[src/rtl/tau_fetch_pkg.sv]
// Shared types and constants for the instruction fetch stage.
package tau_fetch_pkg;

  localparam int unsigned FETCH_FIFO_DEPTH_MIN = 2;
  localparam int unsigned FETCH_DEFAULT_AW     = 8;
  localparam int unsigned FETCH_DEFAULT_DW     = 8;

  typedef struct packed {
    logic [FETCH_DEFAULT_AW-1:0] pc;
    logic [FETCH_DEFAULT_DW-1:0] data;
  } fetch_entry_t;

  function automatic bit is_pow2(int unsigned value);
    return (value != 0) && ((value & (value - 1)) == 0);
  endfunction

endpackage

[src/rtl/instruction_fetch_if.sv]
// ROM bus, branch redirect and decode handshake of the fetch stage.
interface instruction_fetch_if #(
  parameter int unsigned ADDRESS_WIDTH = 8,
  parameter int unsigned DATA_WIDTH    = 8
);
  logic                     rom_read_enable;
  logic [ADDRESS_WIDTH-1:0] rom_address;
  logic [DATA_WIDTH-1:0]    rom_data;
  logic                     branch_valid;
  logic [ADDRESS_WIDTH-1:0] branch_target;
  logic                     instr_valid;
  logic                     instr_ready;
  logic [DATA_WIDTH-1:0]    instr_data;
  logic [ADDRESS_WIDTH-1:0] instr_pc;

  modport master (
    output rom_read_enable, rom_address, instr_valid, instr_data, instr_pc,
    input  rom_data, branch_valid, branch_target, instr_ready
  );

  modport slave (
    input  rom_read_enable, rom_address, instr_valid, instr_data, instr_pc,
    output rom_data, branch_valid, branch_target, instr_ready
  );
endinterface

[src/rtl/fetch_fifo.sv]
// Synchronous FIFO of fetch entries with flush and first-word-fall-through head.
module fetch_fifo
  import tau_fetch_pkg::*;
#(
  parameter int unsigned DEPTH = FETCH_FIFO_DEPTH_MIN,
  parameter type entry_t = fetch_entry_t,
  localparam int unsigned PTR_W = $clog2(DEPTH),
  localparam int unsigned CNT_W = PTR_W + 1
) (
  input  logic             clock,
  input  logic             reset_n,
  input  logic             flush,
  input  logic             push,
  input  logic             pop,
  input  entry_t           push_entry,
  output entry_t           head_entry,
  output logic [CNT_W-1:0] count
);

  entry_t             mem_q [DEPTH];
  logic [PTR_W-1:0]   wr_ptr_q, rd_ptr_q;
  logic [CNT_W-1:0]   count_q;
  logic               do_push, do_pop;

  assign do_push = push && !flush;
  assign do_pop  = pop && !flush && (count_q != '0);

  always_ff @(posedge clock or negedge reset_n) begin
    if (!reset_n) begin
      wr_ptr_q <= '0;
      rd_ptr_q <= '0;
      count_q  <= '0;
    end else if (flush) begin
      wr_ptr_q <= '0;
      rd_ptr_q <= '0;
      count_q  <= '0;
    end else begin
      if (do_push) wr_ptr_q <= wr_ptr_q + 1'b1;
      if (do_pop)  rd_ptr_q <= rd_ptr_q + 1'b1;
      count_q <= count_q + CNT_W'(do_push) - CNT_W'(do_pop);
    end
  end

  // Storage needs no reset; the head is masked to zero while empty.
  always_ff @(posedge clock) begin
    if (do_push) mem_q[wr_ptr_q] <= push_entry;
  end

  assign head_entry = (count_q != '0) ? mem_q[rd_ptr_q] : '0;
  assign count      = count_q;

  no_overflow_a: assert property (@(posedge clock) disable iff (!reset_n)
    !(push && !flush && (count_q == CNT_W'(DEPTH))));

endmodule

[src/rtl/instruction_fetch.sv]
// Fetch stage: PC, credit-based ROM read issue, return capture and branch flush.
module instruction_fetch
  import tau_fetch_pkg::*;
#(
  parameter int unsigned ADDRESS_WIDTH = 8,
  parameter int unsigned DATA_WIDTH    = 8,
  parameter int unsigned FIFO_DEPTH    = 2,
  parameter logic [ADDRESS_WIDTH-1:0] RESET_VECTOR = '0
) (
  input logic                 clock,
  input logic                 reset_n,
  instruction_fetch_if.master bus
);

  localparam int unsigned CNT_W  = $clog2(FIFO_DEPTH) + 1;
  localparam int unsigned PEND_W = CNT_W + 1;

  typedef struct packed {
    logic [ADDRESS_WIDTH-1:0] pc;
    logic [DATA_WIDTH-1:0]    data;
  } entry_t;

  if (!is_pow2(FIFO_DEPTH) || (FIFO_DEPTH < FETCH_FIFO_DEPTH_MIN)) begin : g_bad_depth
    $error("FIFO_DEPTH must be a power of two >= %0d", FETCH_FIFO_DEPTH_MIN);
  end

  logic [ADDRESS_WIDTH-1:0] pc_q, pc_d, req_pc_q, req_pc_d;
  logic                     inflight_q, inflight_d;
  logic [CNT_W-1:0]         fifo_count;
  logic [PEND_W-1:0]        pending;
  logic                     pop, push, issue;
  entry_t                   head, push_entry;

  assign pop = bus.instr_valid && bus.instr_ready;

  // A branch flushes both the FIFO and the returning word, so it frees all credit.
  always_comb begin
    bus.rom_address = bus.branch_valid ? bus.branch_target : pc_q;
    pending = '0;
    if (!bus.branch_valid) begin
      pending = {1'b0, fifo_count} + PEND_W'(inflight_q) - PEND_W'(pop);
    end
    issue      = reset_n && (pending < PEND_W'(FIFO_DEPTH));
    pc_d       = pc_q;
    req_pc_d   = req_pc_q;
    inflight_d = issue;
    if (issue) begin
      pc_d     = bus.rom_address + 1'b1;
      req_pc_d = bus.rom_address;
    end
  end

  always_ff @(posedge clock or negedge reset_n) begin
    if (!reset_n) begin
      pc_q       <= RESET_VECTOR;
      req_pc_q   <= '0;
      inflight_q <= 1'b0;
    end else begin
      pc_q       <= pc_d;
      req_pc_q   <= req_pc_d;
      inflight_q <= inflight_d;
    end
  end

  assign push            = inflight_q && !bus.branch_valid;
  assign push_entry.pc   = req_pc_q;
  assign push_entry.data = bus.rom_data;

  fetch_fifo #(
    .DEPTH   (FIFO_DEPTH),
    .entry_t (entry_t)
  ) u_fifo (
    .clock      (clock),
    .reset_n    (reset_n),
    .flush      (bus.branch_valid),
    .push       (push),
    .pop        (pop),
    .push_entry (push_entry),
    .head_entry (head),
    .count      (fifo_count)
  );

  assign bus.rom_read_enable = issue;
  assign bus.instr_valid     = (fifo_count != '0);
  assign bus.instr_data      = head.data;
  assign bus.instr_pc        = head.pc;

endmodule

[src/flat_wrapper.sv]
// flat-port wrapper written by rule: the top's interface ports become plain ports
module instruction_fetch_flat import tau_fetch_pkg::*;
#(
  parameter int unsigned ADDRESS_WIDTH = 8,
  parameter int unsigned DATA_WIDTH    = 8,
  parameter int unsigned FIFO_DEPTH    = 2,
  parameter logic [ADDRESS_WIDTH-1:0] RESET_VECTOR = '0
)
  (clock, reset_n, bus_rom_read_enable, bus_rom_address, bus_instr_valid, bus_instr_data, bus_instr_pc, bus_rom_data, bus_branch_valid, bus_branch_target, bus_instr_ready);
  instruction_fetch_if #(.ADDRESS_WIDTH(ADDRESS_WIDTH), .DATA_WIDTH(DATA_WIDTH)) bus_i ();
  input logic clock;
  input logic reset_n;
  output wire logic [$bits(bus_i.rom_read_enable)-1:0] bus_rom_read_enable;
  output wire logic [$bits(bus_i.rom_address)-1:0] bus_rom_address;
  output wire logic [$bits(bus_i.instr_valid)-1:0] bus_instr_valid;
  output wire logic [$bits(bus_i.instr_data)-1:0] bus_instr_data;
  output wire logic [$bits(bus_i.instr_pc)-1:0] bus_instr_pc;
  input wire logic [$bits(bus_i.rom_data)-1:0] bus_rom_data;
  input wire logic [$bits(bus_i.branch_valid)-1:0] bus_branch_valid;
  input wire logic [$bits(bus_i.branch_target)-1:0] bus_branch_target;
  input wire logic [$bits(bus_i.instr_ready)-1:0] bus_instr_ready;
  assign bus_rom_read_enable = bus_i.rom_read_enable;
  assign bus_rom_address = bus_i.rom_address;
  assign bus_instr_valid = bus_i.instr_valid;
  assign bus_instr_data = bus_i.instr_data;
  assign bus_instr_pc = bus_i.instr_pc;
  assign bus_i.rom_data = bus_rom_data;
  assign bus_i.branch_valid = bus_branch_valid;
  assign bus_i.branch_target = bus_branch_target;
  assign bus_i.instr_ready = bus_instr_ready;
  instruction_fetch #(.ADDRESS_WIDTH(ADDRESS_WIDTH), .DATA_WIDTH(DATA_WIDTH), .FIFO_DEPTH(FIFO_DEPTH), .RESET_VECTOR(RESET_VECTOR)) u_core (.clock(clock), .reset_n(reset_n), .bus(bus_i));
endmodule
[config.mk]
export PLATFORM = sky130hd
export DESIGN_NAME = instruction_fetch_flat
export DESIGN_NICKNAME = d
export VERILOG_FILES = /design/src/rtl/tau_fetch_pkg.sv /design/src/rtl/instruction_fetch_if.sv /design/src/rtl/fetch_fifo.sv /design/src/rtl/instruction_fetch.sv /design/src/flat_wrapper.sv
export SDC_FILE = /design/constraint.sdc
export NUM_CORES = 1
export LEC_CHECK = 0
export BUFFER_PORTS_ARGS = -buffer_cell sky130_fd_sc_hd__clkbuf_2
export CORE_UTILIZATION = 54
export CTS_BUF_LIST = sky130_fd_sc_hd__clkbuf_16
export DETAILED_ROUTE_END_ITERATION = 16
export GPL_TIMING_DRIVEN = 1
export PLACE_DENSITY = 0.78
export SLEW_MARGIN = 20
export SYNTH_ARGS = -nofsm -noshare
export SYNTH_HDL_FRONTEND = slang
export SYNTH_SLANG_ARGS = --single-unit
[constraint.sdc]
create_clock -name clock -period 3.4 [get_ports clock]
set_input_delay 0.51 -clock clock [delete_from_list [all_inputs] [get_ports clock]]
set_output_delay 0.51 -clock clock [all_outputs]
set_load 0.01 [all_outputs]
# After elaboration in Yosys (flattened, before gate mapping)
# Memory sizes are Yosys's and may differ from the RTL's.
# Index checks and enable logic that the tools add are counted.
dict set report word_totals {
  regBits 21
  mem_bits_rw 32
  out_inout_bits 26
  memories 1
}
# memory words width rd rd_clocked_by_memory_dff wr line_no
set memory_table {}
lappend memory_table {u_core.u_fifo.mem_q 2 16 1 0 1 fetch_fifo.sv:20} ;# entry_t mem_q [DEPTH];
dict set report op_classes {
  n_addsub 7
  magnitude_cmp 1
  mux 10
  n_reduce_logical 10
}
# operator n
set ops {}
lappend ops {{16-bit 2-to-1 mux} 1}
lappend ops {{8-bit by 1-bit adder with 8-bit output, second input constant} 1}
lappend ops {{8-bit 2-to-1 mux} 1}
lappend ops {{1-bit logical AND} 6}
lappend ops {{1-bit 2-to-1 mux} 6}
lappend ops {{2-bit nonzero test} 3}
lappend ops {{2-bit by 1-bit adder with 3-bit output} 1}
lappend ops {{3-bit by 2-bit < comparator with 1-bit output, second input constant} 1}
lappend ops {{3-bit 2-to-1 mux} 1}
lappend ops {{3-bit by 1-bit subtractor with 3-bit output} 1}
lappend ops {{1-bit adder, second input constant} 2}
lappend ops {{2-bit by 1-bit adder with 2-bit output} 1}
lappend ops {{2-bit 2-to-1 mux} 1}
lappend ops {{2-bit by 1-bit subtractor with 2-bit output} 1}
lappend ops {{1-bit logical NOT} 1}

# Longest topological paths before layout
# Gate-level depths: netlist of the first run.
dict set report logic_depth {
  word_depth 6
  mapped_depth 10
  depth_no_buf 9
}

# Modules after synthesis
# From an unflattened synthesis of the first run, not the netlist that was laid out.
dict set report hier_totals {
  hier_cells 184
  area_unflattened_um2 2409.8
}
# mod instances cells_per_inst area_per_inst_um2 seq_area_each_um2
set by_module_without_submodules {}
lappend by_module_without_submodules {fetch_fifo 1 89 1440.1 1061.0}
lappend by_module_without_submodules {instruction_fetch 1 95 969.7 425.4}

# Worst setup path before layout of the first run
# No wires, ideal clock.
dict set report synth_path {
  path_kind {register to output}
  start {reg u_core.u_fifo.count_q[1], in the netlist u_core.u_fifo.count[1]}
  end {out bus_rom_read_enable}
  arrival_ns 2.183
  path_slack_ns 0.707
  path_stages_with_launch 9
  path_buffers 1
  cell_sequence {dfrtp_1 > o21ai_0 > inv_1 > ha_1 > nor2b_1 > fa_1 > nand2b_1 > o21ai_2 > buf_2}
}
dict set report synth_between {
  elab_chain_cells 6
  word_cells_on_any_way 7
  classes_between {add/sub (2); order compare (1); mux (1); reduce/logical (3)}
}
# element line_no
set synth_lines {}
lappend synth_lines {{start: declaration} fetch_fifo.sv:22} ;# logic [CNT_W-1:0] count_q;
lappend synth_lines {{start signal: assignment} fetch_fifo.sv:40} ;# count_q <= count_q + CNT_W'(do_push) - CNT_W'(do_pop);
lappend synth_lines {{branches (longest 2 deep; another with 2-bit by 1-bit adder with 3-bit output)} n/a}
lappend synth_lines {{3-bit by 1-bit subtractor with 3-bit output (*)} instruction_fetch.sv:41} ;# pending = {1'b0, fifo_count} + PEND_W'(inflight_q) - PEND_W'(pop);
lappend synth_lines {{3-bit 2-to-1 mux (*)} instruction_fetch.sv:40} ;# if (!bus.branch_valid) begin
lappend synth_lines {{3-bit by 2-bit < comparator with 1-bit output (*)} instruction_fetch.sv:43} ;# issue = reset_n && (pending < PEND_W'(FIFO_DEPTH));
lappend synth_lines {{1-bit logical AND (*)} instruction_fetch.sv:43}
lappend synth_lines {{end: declaration} flat_wrapper.sv:13} ;# output wire logic [$bits(bus_i.rom_read_enable)-1:0] bus_rom_read_enable;
# Every way passes the cells marked *.

# Final worst setup path of the first run
# Ends and elaborated chain as after synthesis.

==> results.txt, run 1 <==
----------------------------------------------------
[Status]
  Outcome ... finished clean

[Timing]
  Total count of max-transition violations in the final report ... 0
  Post-Route Hold Slack ... 0.190 ns
  Final TNS setup ... 0 ns
  Setup Skew ... 0.00439 ns
  Headroom to the max-slew limit ... 38.0%
  Highest Clock Rate ... 336 MHz
  Final worst path period need ... 2.98 ns
  Share of the clock period used by the worst path after layout ... 87.6%
  Smallest setup slack after layout ... 0.423 ns
  Final setup violation count ... 0
  Setup repair after global routing missed its margin ... false
  Final hold viol count ... 0
  Measured slew at the worst slew-check pin ... 0.930 ns

[Place]
  Pre-CTS worst setup slack ... 0.642 ns
  RePlAce Congestion ... 0.774
  IO Port Bufs ... 45
  Detail Placement HPWL ... 2890 µm

[Synthesis]
  Total nets after synthesis ... 204
  Post-synthesis instance area ... 0.00240 mm²
  Number of warnings printed during yosys synthesis ... 0
  Synth top area share ... 40.0%
  Library cells used by synthesis ... 33
  Number of register bits inferred by synthesis ... 53
  Top area cells in the synthesized netlist ... edfxtp_1 (40%), dfrtp_1 (22%), mux2i_1 (8.3%)
  Number of synthesized flops with an enable pin ... 32
  Most used DFF post-synth ... edfxtp_1
  Synth Area per Inst ... 13.4 µm²
  Gate count after technology mapping ... 179
  Sequential cell area fraction in the yosys report ... 61.9%
  Cell accounting for the most synthesized area ... edfxtp_1
  Share of flip-flops with an asynchronous set or reset ... 39.6%

[Clocking]
  Total number of clock tree sinks ... 53
  Clock tree from TritonCTS ... built
  CTS Root Buffer Type ... clkbuf_16
  Clock transition at the registers of the reported paths ... 0.06 ns
  H-tree lvl count ... 2
  TritonCTS buffer count ... 5
  Post-CTS setup buffers ... 0
  # hold bufs at CTS ... 0
  Worst skew pair latency ... 0.28 ns
  Resized Gates After CTS ... 0
  Worst-case clock buffer depth ... 2

[Worst hold path]
  Class of the most critical hold timing path ... primary input to async pin

[Setup path]
  Number of cells on the worst reg-to-reg path ... 9
  Required arrival time at the worst endpoint ... 2.89 ns
  Endpoint arrival time on the critical path ... 2.47 ns
  Critical path type ... flip-flop to primary output
  Endpoint class of the critical path ... primary output
  Reg-to-reg critical path startpoint ... u_core.u_fifo.count[1]$_DFF_PN0_
  Worst-path fanout max ... 5
  Reg-to-reg endpoint ... u_core.req_pc_q[3]$_DFFE_PN0P_
  Setup slack of the worst register-to-register path ... 0.62 ns
  Crit start category ... flip-flop

[Layout]
  Layout cell share with drive strength beyond 1 ... 32.0%
  Number of filler instances in the final layout ... 320
  Total area of sequential cells ... 0.00149 mm²
  Antenna cell count ... 0
  Area used by multi-input combinational logic ... 817 µm²
  Count of nets after finishing ... 255
  Syn-to-layout area delta ... 17.9%
  Highest-count cells in the layout ignoring fill and taps ... clkbuf_2 (45), edfxtp_1 (32), nor2_1 (28)
  Leading cell type in the layout, fill and taps excluded ... clkbuf_2

[Power and ir drop]
  Final total power ... 2490 µW
  Leakage Power ... 0.00120 µW
  Max rail drop VDD ... 414 µV
  PD cells ... 879 mW/mm²

[Floorplan]
  Die Y-Extent ... 68.7 µm
  Number of standard-cell rows in the floorplan ... 23
  Top-level port count ... 46
  Total Die Area ... 0.00472 mm²
  Effective utilization at floorplan ... 57.9%
  Core outline area ... 0.00414 mm²
  Die Span X ... 68.7 µm

[Routing]
  Initial DRT Pass Iterations ... 4
  Vias ... 1431
  First DRT Iteration DRCs ... 74
  Remaining number of nets flagged by the antenna check after routing ... 0
  Detailed-route DRC error count ... 0
  Routed len/inst ... 14.2 µm
  Detailed-route vias per instance ... 5.09
  Total length of routed wires ... 4000 µm

[Global routing]
  Vias in the first global route ... 1409
  Initial antenna violation count ... 0
  Overall global routing resource usage ... 19.5%
  Remaining Overflow, GRT ... 0
  Wire length of the first global-routing pass ... 6490 µm
  Largest net degree at the start of global routing ... 25

[Run]
  Max-cap violation count ... 0

----------------------------------------------------
-- flip-flops by register name, summed over array words and instances (netlist names) --
register                count
u_core.u_fifo.count         2
u_core.u_fifo.wr_ptr_q      1
u_core.req_pc_q             8
u_core.u_fifo.mem_q        32
u_core.u_fifo.rd_ptr_q      1
u_core.inflight_q           1
u_core.pc_q                 8
-- where the power goes --
part           switching [µW]  internal, µW  total [µW]
Clock                     205           266         471
Combinational             498           439         936
Sequential                155           925        1080
Total                     857          1630        2490
-- worst max-delay path by stage --
stage                                      from                         end  slack (ns)  depth (start not counted)
3_3_place_gp   u_core.u_fifo.count[1]$_DFF_PN0_  u_core.pc_q[6]$_DFFE_PN0P_        0.72                          9
2_1_floorplan  u_core.u_fifo.count[1]$_DFF_PN0_         bus_rom_read_enable        0.71                          8
5_1_grt        u_core.u_fifo.count[1]$_DFF_PN0_         bus_rom_read_enable        0.21                          8
4_1_cts        u_core.u_fifo.count[1]$_DFF_PN0_         bus_rom_read_enable        0.39                          8
3_5_place_dp   u_core.u_fifo.count[1]$_DFF_PN0_  u_core.pc_q[1]$_DFFE_PN0P_        0.64                          9
6_report       u_core.u_fifo.count[1]$_DFF_PN0_         bus_rom_read_enable        0.42                          8
-- cell families after synthesis --
kind of cell	share of synthesized area [%]
mux	14.7
xor+xnor	3.65
compound gates	4.53
fa+ha+maj	2.92
simple gates	8.23
buf+inv	4.06
flops	61.9
-- routing by layer --
layer / track usage [%] / vias up / part of all wire (%)
met3: 5.26 / 3 / 5.8
met2: 32.6 / 44 / 48
met4: 6.77 / 0 / 0.90
met1: 24.4 / 665 / 45
met5: 0 / - / 0
li1: - / 719 / -
-- synth_stat cells (all sizes together), types with 2 or more instances --
library cell and number:
nor2b 3, a21oi 5, nand3 2, mux2i 22, xnor2 8, nor2 28, nand2 3, mux2 10
ha 4, edfxtp 32, o21ai 3, clkbuf 2, nand2b 2, buf 5, inv 15, a31o 2
dfrtp 21, nand4 2, xor2 2
-- metrics by stage --
| step | utilization [%] | cells | instance area (µm²) |
|---|---|---|---|
| global placement | 65.0 | 273 | 2690 |
| finish | 68.3 | 281 | 2830 |
| detailed placement | 65.0 | 273 | 2690 |
| CTS | 68.3 | 281 | 2830 |
| floorplan | - | 179 | 2400 |
| global route | 68.3 | 281 | 2830 |
-- layout make-up --
cell class	count	share of cell area [%]
well taps	50	2.21
clock buffers	5	4.42
clock inverters	3	0.442
flip-flops and latches	53	52.5
repair buffers	51	9.55
multi-input cells	104	28.9
inverters	15	1.99
-- critical path, cell delays in order (launching register included) --
cell      delay, ns
dfrtp_1        0.43
o21ai_0        0.35
inv_1          0.10
ha_1           0.28
nor2b_1        0.13
fa_1           0.42
nand2b_1       0.16
o21ai_2        0.15
clkbuf_2       0.17
No activity file was read; power rests on OpenSTA's default activity.
==> run 2, diff against run 1 <==
--- a/config.mk
+++ b/config.mk
@@ -10,7 +10,8 @@
 export CTS_BUF_LIST = sky130_fd_sc_hd__clkbuf_16
 export DETAILED_ROUTE_END_ITERATION = 16
 export GPL_TIMING_DRIVEN = 1
-export PLACE_DENSITY = 0.78
+export PLACE_DENSITY = 0.86
+export SKIP_LAST_GASP = 1
 export SLEW_MARGIN = 20
 export SYNTH_ARGS = -nofsm -noshare
 export SYNTH_HDL_FRONTEND = slang
==> results.txt, run 2 (synthesis gave the netlist of run 1 again) <==
----------------------------------------------------
[Timing]
  Final worst path period need ... 2.98 ns (+0.00392 ns)
  Final hold viol count ... 0 (unchanged)
  Final setup violation count ... 0 (unchanged)
  Total count of max-transition violations in the final report ... 0 (unchanged)
  Smallest setup slack after layout ... 0.419 ns (-0.00392 ns)
  Setup repair after global routing missed its margin ... false
  Headroom to the max-slew limit ... 38.2% (+0.17 points)
  Highest Clock Rate ... 335 MHz (-0.13%)
  Setup Skew ... 0.00400 ns (-0.000390 ns)
  Share of the clock period used by the worst path after layout ... 87.7% (+0.12 points)
  Measured slew at the worst slew-check pin ... 0.927 ns (-0.00250 ns)
  Final TNS setup ... 0 ns (unchanged)

[Routing]
  Vias ... 1474 (+3.0%)
  First DRT Iteration DRCs ... 101 (+36%)
  Initial DRT Pass Iterations ... 4 (unchanged)
  Detailed-route vias per instance ... 5.26 (+3.4%)
  Routed len/inst ... 14.2 µm (about the same)
  Total length of routed wires ... 3990 µm (-0.42%)
  Remaining number of nets flagged by the antenna check after routing ... 0 (unchanged)
  Detailed-route DRC error count ... 0 (unchanged)

[Power and ir drop]
  Max rail drop VDD ... 426 µV (+2.9%)
  Final total power ... 2490 µW (about the same)
  PD cells ... 879 mW/mm² (about the same)
  Leakage Power ... 0.00120 µW (-0.19%)

[Floorplan]
  Effective utilization at floorplan ... 57.9% (unchanged)
  Core outline area ... 0.00414 mm² (unchanged)
  Total Die Area ... 0.00472 mm² (unchanged)
  Die Y-Extent ... 68.7 µm (unchanged)
  Number of standard-cell rows in the floorplan ... 23 (unchanged)
  Top-level port count ... 46 (unchanged)
  Die Span X ... 68.7 µm (unchanged)

[Clocking]
  H-tree lvl count ... 2 (unchanged)
  Resized Gates After CTS ... 0 (unchanged)
  Worst skew pair latency ... 0.29 ns (about the same)
  Post-CTS setup buffers ... 0 (unchanged)
  CTS Root Buffer Type ... clkbuf_16
  TritonCTS buffer count ... 5 (unchanged)
  Clock tree from TritonCTS ... built
  # hold bufs at CTS ... 0 (unchanged)
  Total number of clock tree sinks ... 53 (unchanged)
  Worst-case clock buffer depth ... 2 (unchanged)
  Clock transition at the registers of the reported paths ... 0.07 ns (about the same)

[Place]
  RePlAce Congestion ... 0.721 (-6.8%)
  IO Port Bufs ... 45 (unchanged)
  Pre-CTS worst setup slack ... 0.661 ns (+0.0191 ns)
  Detail Placement HPWL ... 2860 µm (-1.3%)
  Total placed cells including tap cells ... 272 (-0.37%)
  Total cell area at the placement stage ... 0.00269 mm² (-0.28%)

[Global routing]
  Vias in the first global route ... 1383 (-1.8%)
  Initial antenna violation count ... 0 (unchanged)
  Largest net degree at the start of global routing ... 25 (unchanged)
  Overall global routing resource usage ... 19.1% (-0.40 points)
  Remaining Overflow, GRT ... 0 (unchanged)
  Wire length of the first global-routing pass ... 6260 µm (-3.6%)

[Worst hold path]
  Class of the most critical hold timing path ... primary input to async pin

[Layout]
  Layout cell share with drive strength beyond 1 ... 32.2% (+0.14 points)
  Final cell count without fillers ... 280 (-0.36%)
  Count of nets after finishing ... 254 (-0.39%)
  Syn-to-layout area delta ... 17.8% (about the same)
  Design Area, Final ... 0.00283 mm² (about the same)
  Flip-flop count of the largest register, all copies and words added ... 32 (unchanged)
  Antenna cell count ... 0 (unchanged)
  Highest-count cells in the layout ignoring fill and taps ... clkbuf_2 (45), edfxtp_1 (32), nor2_1 (28)
  Register with the highest flop count ... u_core.u_fifo.mem_q
  Number of filler instances in the final layout ... 311 (-2.8%)
  Leading cell type in the layout, fill and taps excluded ... clkbuf_2
  Largest registers in the final layout ... u_core.u_fifo.mem_q (32), u_core.pc_q (8), u_core.req_pc_q (8)

[Setup path]
  Endpoint arrival time on the critical path ... 2.47 ns (about the same)
  Required arrival time at the worst endpoint ... 2.89 ns (about the same)
  Critical path type ... flip-flop to primary output
  Endpoint class of the critical path ... primary output
  Worst-path fanout max ... 5 (unchanged)
  Crit start category ... flip-flop

[Status]
  Outcome ... finished clean

[Run]
  Max-cap violation count ... 0 (unchanged)

----------------------------------------------------
[run 2: changes by cell type in the layout (fill, tap and decap cells not counted)]
| cell | before | now |
|---|---|---|
| clkinv_1 | 2 | 1 |
| clkinv_4 | 0 | 1 |
| buf_4 | 6 | 5 |
[run 2: worst max-delay path, stage by stage, from the launching register on]
cell and delay, ns:
dfrtp_1 0.43, o21ai_0 0.36, inv_1 0.08, ha_1 0.28, nor2b_1 0.16, fa_1 0.42
nand2b_1 0.16, o21ai_2 0.13, clkbuf_2 0.16
[run 2: final timing paths]
check	start	to	slack [ns]	cells past startpoint
min in group clock	bus_rom_data[1]	u_core.u_fifo.mem_q[0][1]$_DFFE_PP_	0.41	1
worst max-delay path	u_core.u_fifo.count[1]$_DFF_PN0_	bus_rom_read_enable	0.42	8
worst min register to register	u_core.req_pc_q[3]$_DFFE_PN0P_	u_core.u_fifo.mem_q[1][11]$_DFFE_PP_	0.48	0
max in group asynchronous	reset_n	u_core.u_fifo.count[1]$_DFF_PN0_	2.97	2
worst max register to register	u_core.u_fifo.count[1]$_DFF_PN0_	u_core.req_pc_q[3]$_DFFE_PN0P_	0.61	9
worst min-delay path	reset_n	u_core.pc_q[1]$_DFFE_PN0P_	0.19	2
[run 2: cell type report]
type	count	area [µm²]	area share, %
well taps	50	62.6	2.21
flip-flops and latches	53	1490	52.6
repair buffers	50	263	9.29
inverters	15	56.3	1.99
clock buffers	5	125	4.42
multi-input cells	104	817	28.9
clock inverters	3	17.5	0.619
[run 2: metal layers]
layer / routed length [µm] / track usage [%] / part of all wire (%) / vias to the layer above
li1: - / - / - / 721
met3: 223 / 5.92 / 5.6 / 6
met1: 1880 / 22.7 / 47 / 699
met5: 0 / 0 / 0 / -
met2: 1820 / 32.1 / 46 / 48
met4: 61 / 7.81 / 1.5 / 0
[run 2: power breakdown]
group,switching [µW],internal [µW]
Clock,211,270
Sequential,155,925
Combinational,492,433
Total,858,1630
[run 2: per-stage QoR]
step / hold WS (ns) / util, %
floorplan: 0.214 / -
global placement: 0.449 / 64.8
detailed placement: 0.467 / 64.8
CTS: 0.191 / 68.2
global route: 0.215 / 68.2
finish: 0.191 / 68.2
==> run 3, diff against run 2 <==
==> constraint.sdc (replaced) <==
create_clock -name clock -period 3.4 [get_ports clock]
set_input_delay 0.68 -clock clock [delete_from_list [all_inputs] [get_ports clock]]
set_output_delay 0.68 -clock clock [all_outputs]
set_load 0.01 [all_outputs]
==> results.txt, run 3 (synthesis gave the netlist of run 1 again) <==
----------------------------------------------------
[Floorplan]
  Effective utilization at floorplan ... 57.9% (unchanged)
  Die Y-Extent ... 68.7 µm (unchanged)
  Core outline area ... 0.00414 mm² (unchanged)
  Die Span X ... 68.7 µm (unchanged)
  Top-level port count ... 46 (unchanged)
  Number of standard-cell rows in the floorplan ... 23 (unchanged)
  Total Die Area ... 0.00472 mm² (unchanged)

[Layout]
  Final cell count without fillers ... 281 (+0.36%)
  Leading cell type in the layout, fill and taps excluded ... clkbuf_2
  Count of nets after finishing ... 255 (+0.39%)
  Highest-count cells in the layout ignoring fill and taps ... clkbuf_2 (45), edfxtp_1 (32), nor2_1 (28)
  Largest registers in the final layout ... u_core.u_fifo.mem_q (32), u_core.pc_q (8), u_core.req_pc_q (8)
  Antenna cell count ... 0 (unchanged)
  Syn-to-layout area delta ... 18.0%
  Area used by multi-input combinational logic ... 817 µm² (unchanged)
  Number of filler instances in the final layout ... 305 (-1.9%)
  Layout cell share with drive strength beyond 1 ... 32.0% (-0.14 points)
  Total area of sequential cells ... 0.00149 mm² (unchanged)
  Register with the highest flop count ... u_core.u_fifo.mem_q
  Flip-flop count of the largest register, all copies and words added ... 32 (unchanged)
  Design Area, Final ... 0.00283 mm² (+0.18%)

[Place]
  Detail Placement HPWL ... 2950 µm (+3.2%)
  RePlAce Congestion ... 0.761 (+5.5%)
  Total cell area at the placement stage ... 0.00269 mm² (+0.28%)
  IO Port Bufs ... 45 (unchanged)
  Total placed cells including tap cells ... 273 (+0.37%)

[Setup path]
  Endpoint arrival time on the critical path ... 2.49 ns (+0.02 ns)
  Buf/Inv on CP ... 2 (unchanged)
  Endpoint class of the critical path ... primary output
  Largest delay contributor family on the critical path ... adder cells
  Worst-path fanout max ... 5 (unchanged)
  Cells along the critical path ... o21ai_0, inv_1, ha_1, nor2b_1, fa_1, nand2b_1, o21ai_2, clkbuf_2
  Required arrival time at the worst endpoint ... 2.72 ns (-0.17 ns)
  Critical path type ... flip-flop to primary output
  Crit start category ... flip-flop
  Longest individual stage delay on the worst path ... 0.43 ns (about the same)
  Worst-path cell with the longest stage delay ... dfrtp_1

[Timing]
  Final hold viol count ... 0 (unchanged)
  Final worst path period need ... 3.17 ns (+0.184 ns)
  Headroom to the max-slew limit ... 36.6% (-1.6 points)
  Setup repair after global routing missed its margin ... false
  Measured slew at the worst slew-check pin ... 0.951 ns (+0.0235 ns)
  Post-Route Hold Slack ... 0.214 ns (+0.0223 ns)
  Final TNS setup ... 0 ns (unchanged)
  Share of the clock period used by the worst path after layout ... 93.1% (+5.4 points)
  Total count of max-transition violations in the final report ... 0 (unchanged)
  Setup Skew ... 0.00559 ns (+0.00159 ns)
  Highest Clock Rate ... 316 MHz (-5.8%)
  Final setup violation count ... 0 (unchanged)

[Routing]
  Detailed-route DRC error count ... 0 (unchanged)
  Detailed-route vias per instance ... 5.25 (-0.29%)
  Total length of routed wires ... 4170 µm (+4.6%)
  Initial DRT Pass Iterations ... 4 (unchanged)
  Routed len/inst ... 14.8 µm (+4.2%)
  Vias ... 1475 (+0.068%)
  First DRT Iteration DRCs ... 73 (-28%)
  Remaining number of nets flagged by the antenna check after routing ... 0 (unchanged)

[Global routing]
  Largest net degree at the start of global routing ... 25 (unchanged)
  Initial antenna violation count ... 0 (unchanged)
  Wire length of the first global-routing pass ... 6620 µm (+5.7%)
  Remaining Overflow, GRT ... 0 (unchanged)
  Overall global routing resource usage ... 20.2% (+1.1 points)
  Vias in the first global route ... 1471 (+6.4%)

[Clocking]
  CTS Root Buffer Type ... clkbuf_16
  Clock transition at the registers of the reported paths ... 0.06 ns (about the same)
  Total number of clock tree sinks ... 53 (unchanged)
  Clock tree from TritonCTS ... built
  Post-CTS setup buffers ... 0 (unchanged)
  TritonCTS buffer count ... 5 (unchanged)
  Worst skew pair latency ... 0.29 ns (about the same)
  Resized Gates After CTS ... 0 (unchanged)
  H-tree lvl count ... 2 (unchanged)
  Worst-case clock buffer depth ... 2 (unchanged)
  # hold bufs at CTS ... 0 (unchanged)

[Power and ir drop]
  PD cells ... 882 mW/mm² (+0.32%)
  Leakage Power ... 0.00120 µW (+0.50%)
  Max rail drop VDD ... 413 µV (-3.2%)

[Run]
  Max-cap violation count ... 0 (unchanged)

[Worst hold path]
  Class of the most critical hold timing path ... primary input to async pin

[Status]
  Outcome ... finished clean

----------------------------------------------------
## run 3: cell type report
type	instances	area share, %
multi-input combinational	104	28.8
tap	50	2.21
inverter	15	1.99
clock inverter	3	0.530
sequential	53	52.5
clock buffer	5	4.42
timing repair buffer	51	9.54
## run 3: worst paths after layout
path                                                        from                                   to  slack, ns  cells after the start
worst min register to register    u_core.req_pc_q[0]$_DFFE_PN0P_  u_core.u_fifo.mem_q[0][8]$_DFFE_PP_       0.48                      0
min in group clock                u_core.req_pc_q[0]$_DFFE_PN0P_  u_core.u_fifo.mem_q[0][8]$_DFFE_PP_       0.48                      0
worst max register to register  u_core.u_fifo.count[1]$_DFF_PN0_       u_core.req_pc_q[3]$_DFFE_PN0P_       0.58                      9
max in group asynchronous                                reset_n     u_core.u_fifo.count[1]$_DFF_PN0_       2.71                      2
worst min-delay path                                     reset_n   u_core.u_fifo.wr_ptr_q$_DFFE_PN0P_       0.21                      1
worst max-delay path            u_core.u_fifo.count[1]$_DFF_PN0_                  bus_rom_read_enable       0.23                      8
## run 3: worst reg2reg max path: stages (launching register included)
cell and delay [ns]:
dfrtp_1 0.43, o21ai_0 0.35, inv_1 0.08, ha_1 0.28
nor2b_1 0.15, fa_1 0.43, nand2b_1 0.16, o21ai_2 0.16
buf_4 0.29, mux2_2 0.38
## run 3: stage by stage
stage	util, %	worst slack, ns	total power (µW)
after floorplan	-	0.444	1720
after global placement	65.0	0.438	1980
after detailed placement	65.0	0.374	2040
after CTS	68.4	0.206	2520
after global routing	68.4	0.0625	2680
final	68.4	0.235	2500
## run 3: routing by layer
metal / track usage, % / share of wire (%) / up-vias / wire [µm]
li1: - / - / 720 / -
met1: 24.6 / 44 / 702 / 1840
met2: 32.5 / 48 / 46 / 2020
met3: 6.41 / 5.9 / 7 / 244
met4: 9.64 / 1.6 / 0 / 66
met5: 0 / 0 / - / 0
## run 3: power breakdown
group	total (µW)	leakage [µW]	internal [µW]	switching, µW
sequential	1080	0.000544	925	156
clock	475	0.0000724	267	208
combinational	942	0.000586	439	502
total	2500	0.00120	1630	867
